### src/rtl/tx_packet_ctrl.sv
// Transmit packet framer: SYNC, PID, FIFO payload, optional CRC16, EOP; also ACK/NAK handshakes.
// Optional CRC16 trailer enabled by defining TCU_CRC16_EN.
module tx_packet_ctrl #(
  parameter int         LEN_W      = 10,
  parameter logic [7:0] SYNC_BYTE  = 8'h80,
  parameter logic [7:0] PID_DATA   = 8'hC3,
  parameter logic [7:0] PID_ACK    = 8'hD2,
  parameter logic [7:0] PID_NAK    = 8'h5A,
  parameter int         UR_TIMEOUT = 16
) (
  input  logic             clk,
  input  logic             rst,
  input  logic             tx_transmit,
  input  logic [LEN_W-1:0] tx_len,
  input  logic             tx_send_good,
  input  logic             tx_send_bad,
  input  logic             fifo_empty,
  input  logic [7:0]       fifo_data,
  output logic             fifo_rd,
  output logic [7:0]       out_data,
  output logic             out_valid,
  input  logic             out_ready,
  output logic             out_eop,
  output logic             sending,
  output logic             tx_done,
  output logic             tx_abort
);

  localparam int EC_W = $clog2(UR_TIMEOUT + 1);

`ifdef TCU_CRC16_EN
  localparam logic CRC_EN = 1'b1;
`else
  localparam logic CRC_EN = 1'b0;
`endif

  typedef enum logic [2:0] {
    ST_IDLE   = 3'd0,
    ST_SYNC   = 3'd1,
    ST_PID    = 3'd2,
`ifdef TCU_CRC16_EN
    ST_CRC_LO = 3'd4,
    ST_CRC_HI = 3'd5,
`endif
    ST_DATA   = 3'd3
  } state_t;

  state_t           state_r, state_s;
  logic [7:0]       pid_r, pid_s;
  logic             hs_r, hs_s;
  logic [LEN_W-1:0] rem_r, rem_s;
  logic [EC_W-1:0]  ec_r, ec_s;
  logic             done_s, abort_s;
  logic [7:0]       byte_r, byte_s;
  logic             ctl_valid_r, ctl_valid_s;
  logic             eop_r, eop_s;
  logic             sending_r, done_r, abort_r;
  logic             accept_s;

`ifdef TCU_CRC16_EN
  logic [15:0] crc_r, crc_s;

  // Reflected USB CRC16 (poly 0x8005 as 0xA001), one byte LSB-first
  function automatic logic [15:0] crc16_byte(input logic [15:0] crc, input logic [7:0] data);
    logic [15:0] c;
    c = crc ^ {8'h00, data};
    for (int i = 0; i < 8; i++) begin
      c = c[0] ? ((c >> 1) ^ 16'hA001) : (c >> 1);
    end
    return c;
  endfunction
`endif

  // Payload bytes bypass the output registers so the FIFO head streams at full rate
  assign out_valid = (state_r == ST_DATA) ? !fifo_empty : ctl_valid_r;
  assign out_data  = (state_r == ST_DATA) ? fifo_data : byte_r;
  assign out_eop   = eop_r;
  assign fifo_rd   = (state_r == ST_DATA) && !fifo_empty && out_ready;
  assign sending   = sending_r;
  assign tx_done   = done_r;
  assign tx_abort  = abort_r;
  assign accept_s  = out_valid && out_ready;

  // Next-state, counters and request latching
  always_comb begin
    state_s = state_r;
    pid_s   = pid_r;
    hs_s    = hs_r;
    rem_s   = rem_r;
    ec_s    = ec_r;
    done_s  = 1'b0;
    abort_s = 1'b0;
`ifdef TCU_CRC16_EN
    crc_s   = crc_r;
`endif
    case (state_r)
      ST_IDLE: begin
        if (tx_transmit) begin
          state_s = ST_SYNC;
          pid_s   = PID_DATA;
          hs_s    = 1'b0;
          rem_s   = tx_len;
`ifdef TCU_CRC16_EN
          crc_s   = 16'hFFFF;
`endif
        end else if (tx_send_bad) begin
          state_s = ST_SYNC;
          pid_s   = PID_NAK;
          hs_s    = 1'b1;
          rem_s   = {LEN_W{1'b0}};
        end else if (tx_send_good) begin
          state_s = ST_SYNC;
          pid_s   = PID_ACK;
          hs_s    = 1'b1;
          rem_s   = {LEN_W{1'b0}};
        end else begin
          state_s = ST_IDLE;
        end
      end
      ST_SYNC: begin
        if (accept_s) state_s = ST_PID;
        else          state_s = ST_SYNC;
      end
      ST_PID: begin
        if (!accept_s) begin
          state_s = ST_PID;
        end else if (!hs_r && (rem_r != {LEN_W{1'b0}})) begin
          state_s = ST_DATA;
          ec_s    = {EC_W{1'b0}};
`ifdef TCU_CRC16_EN
        end else if (!hs_r) begin
          state_s = ST_CRC_LO;
`endif
        end else begin
          state_s = ST_IDLE;
          done_s  = 1'b1;
        end
      end
      ST_DATA: begin
        if (fifo_empty) begin
          // Starved too long: drop the packet without EOP so the receiver discards it
          if (ec_r == EC_W'(UR_TIMEOUT - 1)) begin
            state_s = ST_IDLE;
            abort_s = 1'b1;
            ec_s    = {EC_W{1'b0}};
          end else begin
            ec_s    = ec_r + {{(EC_W-1){1'b0}}, 1'b1};
          end
        end else if (out_ready) begin
          ec_s  = {EC_W{1'b0}};
          rem_s = rem_r - {{(LEN_W-1){1'b0}}, 1'b1};
`ifdef TCU_CRC16_EN
          crc_s = crc16_byte(crc_r, fifo_data);
          if (rem_r == {{(LEN_W-1){1'b0}}, 1'b1}) state_s = ST_CRC_LO;
          else                                    state_s = ST_DATA;
`else
          if (rem_r == {{(LEN_W-1){1'b0}}, 1'b1}) begin
            state_s = ST_IDLE;
            done_s  = 1'b1;
          end else begin
            state_s = ST_DATA;
          end
`endif
        end else begin
          ec_s = {EC_W{1'b0}};
        end
      end
`ifdef TCU_CRC16_EN
      ST_CRC_LO: begin
        if (accept_s) state_s = ST_CRC_HI;
        else          state_s = ST_CRC_LO;
      end
      ST_CRC_HI: begin
        if (accept_s) begin
          state_s = ST_IDLE;
          done_s  = 1'b1;
        end else begin
          state_s = ST_CRC_HI;
        end
      end
`endif
      default: state_s = ST_IDLE;
    endcase
  end

  // Output values for the state being entered, so they register alongside it
  always_comb begin
    byte_s      = 8'h00;
    ctl_valid_s = 1'b0;
    eop_s       = 1'b0;
    case (state_s)
      ST_SYNC: begin
        byte_s      = SYNC_BYTE;
        ctl_valid_s = 1'b1;
      end
      ST_PID: begin
        byte_s      = pid_s;
        ctl_valid_s = 1'b1;
        eop_s       = hs_s || ((rem_s == {LEN_W{1'b0}}) && !CRC_EN);
      end
      ST_DATA: begin
        eop_s = (rem_s == {{(LEN_W-1){1'b0}}, 1'b1}) && !CRC_EN;
      end
`ifdef TCU_CRC16_EN
      ST_CRC_LO: begin
        byte_s      = ~crc_s[7:0];
        ctl_valid_s = 1'b1;
      end
      ST_CRC_HI: begin
        byte_s      = ~crc_s[15:8];
        ctl_valid_s = 1'b1;
        eop_s       = 1'b1;
      end
`endif
      default: begin
        byte_s      = 8'h00;
        ctl_valid_s = 1'b0;
        eop_s       = 1'b0;
      end
    endcase
  end

  // State and registered outputs
  always_ff @(posedge clk) begin
    if (rst) begin
      state_r     <= ST_IDLE;
      pid_r       <= 8'h00;
      hs_r        <= 1'b0;
      rem_r       <= {LEN_W{1'b0}};
      ec_r        <= {EC_W{1'b0}};
      byte_r      <= 8'h00;
      ctl_valid_r <= 1'b0;
      eop_r       <= 1'b0;
      sending_r   <= 1'b0;
      done_r      <= 1'b0;
      abort_r     <= 1'b0;
`ifdef TCU_CRC16_EN
      crc_r       <= 16'hFFFF;
`endif
    end else begin
      state_r     <= state_s;
      pid_r       <= pid_s;
      hs_r        <= hs_s;
      rem_r       <= rem_s;
      ec_r        <= ec_s;
      byte_r      <= byte_s;
      ctl_valid_r <= ctl_valid_s;
      eop_r       <= eop_s;
      sending_r   <= (state_s != ST_IDLE);
      done_r      <= done_s;
      abort_r     <= abort_s;
`ifdef TCU_CRC16_EN
      crc_r       <= crc_s;
`endif
    end
  end

endmodule

### config.mk
export PLATFORM = sky130hd
export DESIGN_NAME = tx_packet_ctrl
export DESIGN_NICKNAME = d
export VERILOG_FILES = /design/src/rtl/tx_packet_ctrl.sv
export SDC_FILE = /design/constraint.sdc
export NUM_CORES = 1
export LEC_CHECK = 0
export CAP_MARGIN = 25
export CORE_MARGIN = 1.5
export CORE_UTILIZATION = 54
export DETAILED_ROUTE_END_ITERATION = 10
export GPL_TIMING_DRIVEN = 0
export HOLD_SLACK_MARGIN = 0.02
export PLACE_DENSITY_LB_ADDON = 0.3
export SYNTH_ARGS = -nofsm -noshare
export SYNTH_HDL_FRONTEND = slang
export SYNTH_SLANG_ARGS = --single-unit
### constraint.sdc
create_clock -name clk -period 3.8 [get_ports clk]
set_input_delay 0.57 -clock clk [delete_from_list [all_inputs] [get_ports clk]]
set_output_delay 0.57 -clock clk [all_outputs]
set_load 0.01 [all_outputs]
==> flow_summary.html <==
<table>
<tr><th>Metric</th><th>Value</th></tr>
<tr><th colspan="2">Cells and area</th></tr>
<tr><td>Fill cells</td><td>270</td></tr>
<tr><td>Core occupancy in the finished layout</td><td>0.718</td></tr>
<tr><td>Fraction of final layout cells sized beyond drive strength 1</td><td>0.0798</td></tr>
<tr><td>Post-route cell area</td><td>2390 um^2</td></tr>
<tr><td>Synthesis-to-layout area growth</td><td>27.9%</td></tr>
<tr><td>Layout Nets</td><td>290</td></tr>
<tr><td>Antenna diode count</td><td>0</td></tr>
<tr><th colspan="2">Critical path</th></tr>
<tr><td>Classification of the worst setup path</td><td>register to output pin</td></tr>
<tr><td>Required time at the worst-slack endpoint</td><td>3.23 ns</td></tr>
<tr><td>Crit-path max FO</td><td>9</td></tr>
<tr><td>Crit. End Element</td><td>output pin</td></tr>
<tr><td>Startpoint Class</td><td>register</td></tr>
<tr><td>Data arrival time at the worst-slack endpoint</td><td>2.36 ns</td></tr>
<tr><th colspan="2">Power and ir drop</th></tr>
<tr><td>Static leakage</td><td>0.909 nW</td></tr>
<tr><td>Peak ir drop on the vdd network</td><td>236 uV</td></tr>
<tr><td>Power Density</td><td>361 nW/um^2</td></tr>
<tr><th colspan="2">Floorplan</th></tr>
<tr><td>IO Count</td><td>39</td></tr>
<tr><td>Die area</td><td>3830 um^2</td></tr>
<tr><td>Standard cell core area</td><td>3340 um^2</td></tr>
<tr><td>Starting density of the core</td><td>0.561</td></tr>
<tr><td>Row Count</td><td>21</td></tr>
<tr><td>Die outline width</td><td>61.9 um</td></tr>
<tr><td>Die Span Y</td><td>61.9 um</td></tr>
<tr><th colspan="2">GRT</th></tr>
<tr><td>Vias in the first global route</td><td>1,603</td></tr>
<tr><td>GRT Overall Usage</td><td>0.266</td></tr>
<tr><td>Maximum number of pins on one net before global-route repair</td><td>15</td></tr>
<tr><td>Global routing's busiest layer</td><td>met2</td></tr>
<tr><td>Global-route wire length before repair</td><td>7.26 mm</td></tr>
<tr><td>Overall overflow remaining after global route</td><td>0</td></tr>
<tr><td>GR Util met3</td><td>0.0600</td></tr>
<tr><td>Met1 GRT Util</td><td>0.326</td></tr>
<tr><td>Antenna violations before repair</td><td>0</td></tr>
<tr><td>Met2 track utilization from global routing</td><td>0.445</td></tr>
<tr><th colspan="2">CTS</th></tr>
<tr><td>H-tree depth reported by CTS</td><td>2</td></tr>
<tr><td>Clock transition at the registers of the reported paths</td><td>0.13 ns</td></tr>
<tr><td>Total number of clock tree sinks</td><td>40</td></tr>
<tr><td>Setup fix buffers added after clock tree synthesis</td><td>0</td></tr>
<tr><td>Quantity of gates resized following cts</td><td>0</td></tr>
<tr><td>CTS tree</td><td>yes</td></tr>
<tr><td>Clock tree buffer depth</td><td>2</td></tr>
<tr><td>Count of hold buffers inserted by post-cts repair</td><td>0</td></tr>
<tr><td>Library cell used as clock root buffer</td><td>clkbuf_4</td></tr>
<tr><td>Clk_lat worst skew</td><td>0.36 ns</td></tr>
<tr><td>Number of buffers added by the clock tree synthesis step</td><td>5</td></tr>
<tr><th colspan="2">Logic synthesis</th></tr>
<tr><td>Post-synth top area cell</td><td>dfxtp_1</td></tr>
<tr><td>Proportion of netlist area held by the largest area contributor</td><td>0.428</td></tr>
<tr><td>List of most frequent post-synthesis cells</td><td>40 x dfxtp_1, 29 x nor2_1, 15 x nand2_1, 13 x a21oi_1, 11 x nor3_1</td></tr>
<tr><td>Post-synthesis instance area</td><td>1870 um^2</td></tr>
<tr><td>Async S/R FF share, synth</td><td>0</td></tr>
<tr><td>Cell count after synthesis</td><td>217</td></tr>
<tr><td>#FFs+latches synth</td><td>40</td></tr>
<tr><td>Count of flip-flops with a built-in enable after synthesis</td><td>0</td></tr>
<tr><td>Distinct cell type count after synthesis</td><td>51</td></tr>
<tr><td>Most common flop cell mapped by yosys</td><td>dfxtp_1</td></tr>
<tr><td>Mapped Avg Cell Area</td><td>8.63 um^2</td></tr>
<tr><td>Portion of the post-synthesis area used by sequential elements</td><td>0.428</td></tr>
<tr><td>Synthesized netlist net count</td><td>245</td></tr>
<tr><td>Top post-synthesis cells by area</td><td>dfxtp_1 43%, nor2_1 5.8%, mux2_2 4.8%, a21oi_1 3.5%, nand2_1 3.0%</td></tr>
<tr><td>Synth warnings</td><td>0</td></tr>
<tr><td>Library cell with the highest instance count after synthesis</td><td>dfxtp_1</td></tr>
<tr><th colspan="2">Timing</th></tr>
<tr><td>Final min period</td><td>2.93 ns</td></tr>
<tr><td>Worst Hold Margin</td><td>0.449 ns</td></tr>
<tr><td>Total of endpoints with negative setup slack in the final report</td><td>0</td></tr>
<tr><td>Setup Total Neg Slack</td><td>0 ns</td></tr>
<tr><td>Hold Violations, Final</td><td>0</td></tr>
<tr><td>Actual transition at the worst max-transition pin</td><td>0.853 ns</td></tr>
<tr><td>Final Cycle Share</td><td>0.772</td></tr>
<tr><td>Achievable Freq</td><td>0.341 GHz</td></tr>
<tr><td>Worst clock skew</td><td>0.00701 ns</td></tr>
<tr><td>Worst slew margin relative to its limit</td><td>0.423</td></tr>
<tr><td>Total count of max-transition violations in the final report</td><td>0</td></tr>
<tr><td>Unrepaired setup endpoints after global routing</td><td>false</td></tr>
<tr><th colspan="2">Outcome</th></tr>
<tr><td>Outcome</td><td>finished clean</td></tr>
<tr><th colspan="2">Drt</th></tr>
<tr><td>Sum of routed wire length over all layers</td><td>4.72 mm</td></tr>
<tr><td>Antenna violation net count after detailed routing</td><td>0</td></tr>
<tr><td>Detail-routed net length per standard cell</td><td>15.3 um</td></tr>
<tr><td>Post-detailed-route DRC marker count</td><td>0</td></tr>
<tr><td>Violation count after the first detailed-route iteration</td><td>71</td></tr>
<tr><td>DR vias/cell</td><td>5.83</td></tr>
<tr><td>DR pass1 iterations</td><td>4</td></tr>
<tr><td>Routed via count</td><td>1,802</td></tr>
<tr><th colspan="2">Hold path</th></tr>
<tr><td>Worst hold path class</td><td>register to register</td></tr>
<tr><th colspan="2">Job</th></tr>
<tr><td>Number of maximum-capacitance constraint violations</td><td>0</td></tr>
<tr><th colspan="2">Placement</th></tr>
<tr><td>Detail Placement HPWL</td><td>3.54 mm</td></tr>
<tr><td>Number of port buffers</td><td>38</td></tr>
<tr><td>Placed standard-cell area</td><td>2310 um^2</td></tr>
<tr><td>Final estimated routing congestion in global placement</td><td>0.918</td></tr>
</table>
[area by class of cell]
class,count,area (um^2),area share
multi-input combinational,166,1020,0.427
sequential,40,801,0.334
timing repair buffer,38,380,0.159
tap,46,57.6,0.0240
clock inverter,3,46.3,0.0193
buffer,8,38.8,0.0162
clock buffer,5,37.5,0.0157
inverter,3,11.3,0.00470
[sequential cells by signal, indices dropped and copies added, names as in the netlist]
signal       cells
rem_r           10
byte_r           8
pid_r            8
ec_r             5
state_r          3
ctl_valid_r      1
hs_r             1
out_eop          1
sending          1
tx_abort         1
tx_done          1
[report_power, final]
part | internal (W) | leakage [nW] | switching (W) | total [W]
Combinational | 0.0000580 | 0.542 | 0.0000656 | 0.000124
Sequential | 0.000435 | 0.326 | 0.0000112 | 0.000446
Clock | 0.000141 | 0.0418 | 0.000155 | 0.000296
Total | 0.000633 | 0.909 | 0.000232 | 0.000865
[metrics by stage]
step | std cells | setup slack [ns] | power [W]
final | 309 | 0.867 | 0.000865
after global routing | 309 | 0.734 | 0.000892
after CTS | 309 | 0.846 | 0.000863
after detailed placement | 301 | 0.685 | 0.000577
after global placement | 301 | 0.683 | 0.000573
after floorplan | 217 | 1.75 | 0.000520
[cell families after synthesis]
family	after synthesis	synth area share
compound gates	47	0.170
mux	8	0.0481
other cells	1	0.00200
flops	40	0.428
fa+ha+maj	3	0.0200
simple gates	106	0.301
buf+inv	11	0.0267
xor+xnor	1	0.00468
[cells in the final DEF (no fill, tap or decap), drive strengths merged, types with 2 or more instances in the layout]
| cell type | instances |
|---|---|
| nor4 | 4 |
| o21a | 3 |
| nor3 | 11 |
| nor2 | 29 |
| nand2b | 3 |
| inv | 4 |
| nor4b | 2 |
| o2111ai | 2 |
| buf | 2 |
| a31oi | 8 |
| nand3 | 8 |
| and3 | 4 |
| or3 | 5 |
| and2 | 2 |
| and4 | 2 |
| o21ai | 5 |
| clkdlybuf4s50 | 38 |
| clkbuf | 11 |
| nor2b | 7 |
| nand2 | 16 |
| a21oi | 13 |
| nand4 | 3 |
| a21o | 2 |
| mux2 | 8 |
| o211a | 2 |
| or4 | 2 |
| ha | 3 |
| dfxtp | 40 |
| nand3b | 2 |
[routing by layer]
metal | routed length [um] | vias up
met5 | 0 | -
met4 | 95 | 0
met3 | 229 | 10
met2 | 2390 | 58
met1 | 2010 | 844
li1 | - | 890
[path summary, 6_finish.rpt]
path / to / slack, ns / start / cells past startpoint
worst min register to register: tx_abort / 0.45 / ec_r[4] / 1
worst min-delay path: tx_abort / 0.45 / ec_r[4] / 1
worst max-delay path: out_data[5] / 0.87 / state_r[1] / 4
worst max register to register: out_eop / 1.34 / state_r[2] / 7
[worst max-delay path, cell delays in order, from the launching register on]
cell             delay, ns
dfxtp_1               0.50
nor2b_1               0.32
nand2_1               0.31
mux2_2                0.34
clkdlybuf4s50_1       0.53
Power figures use the tool's default switching activity.
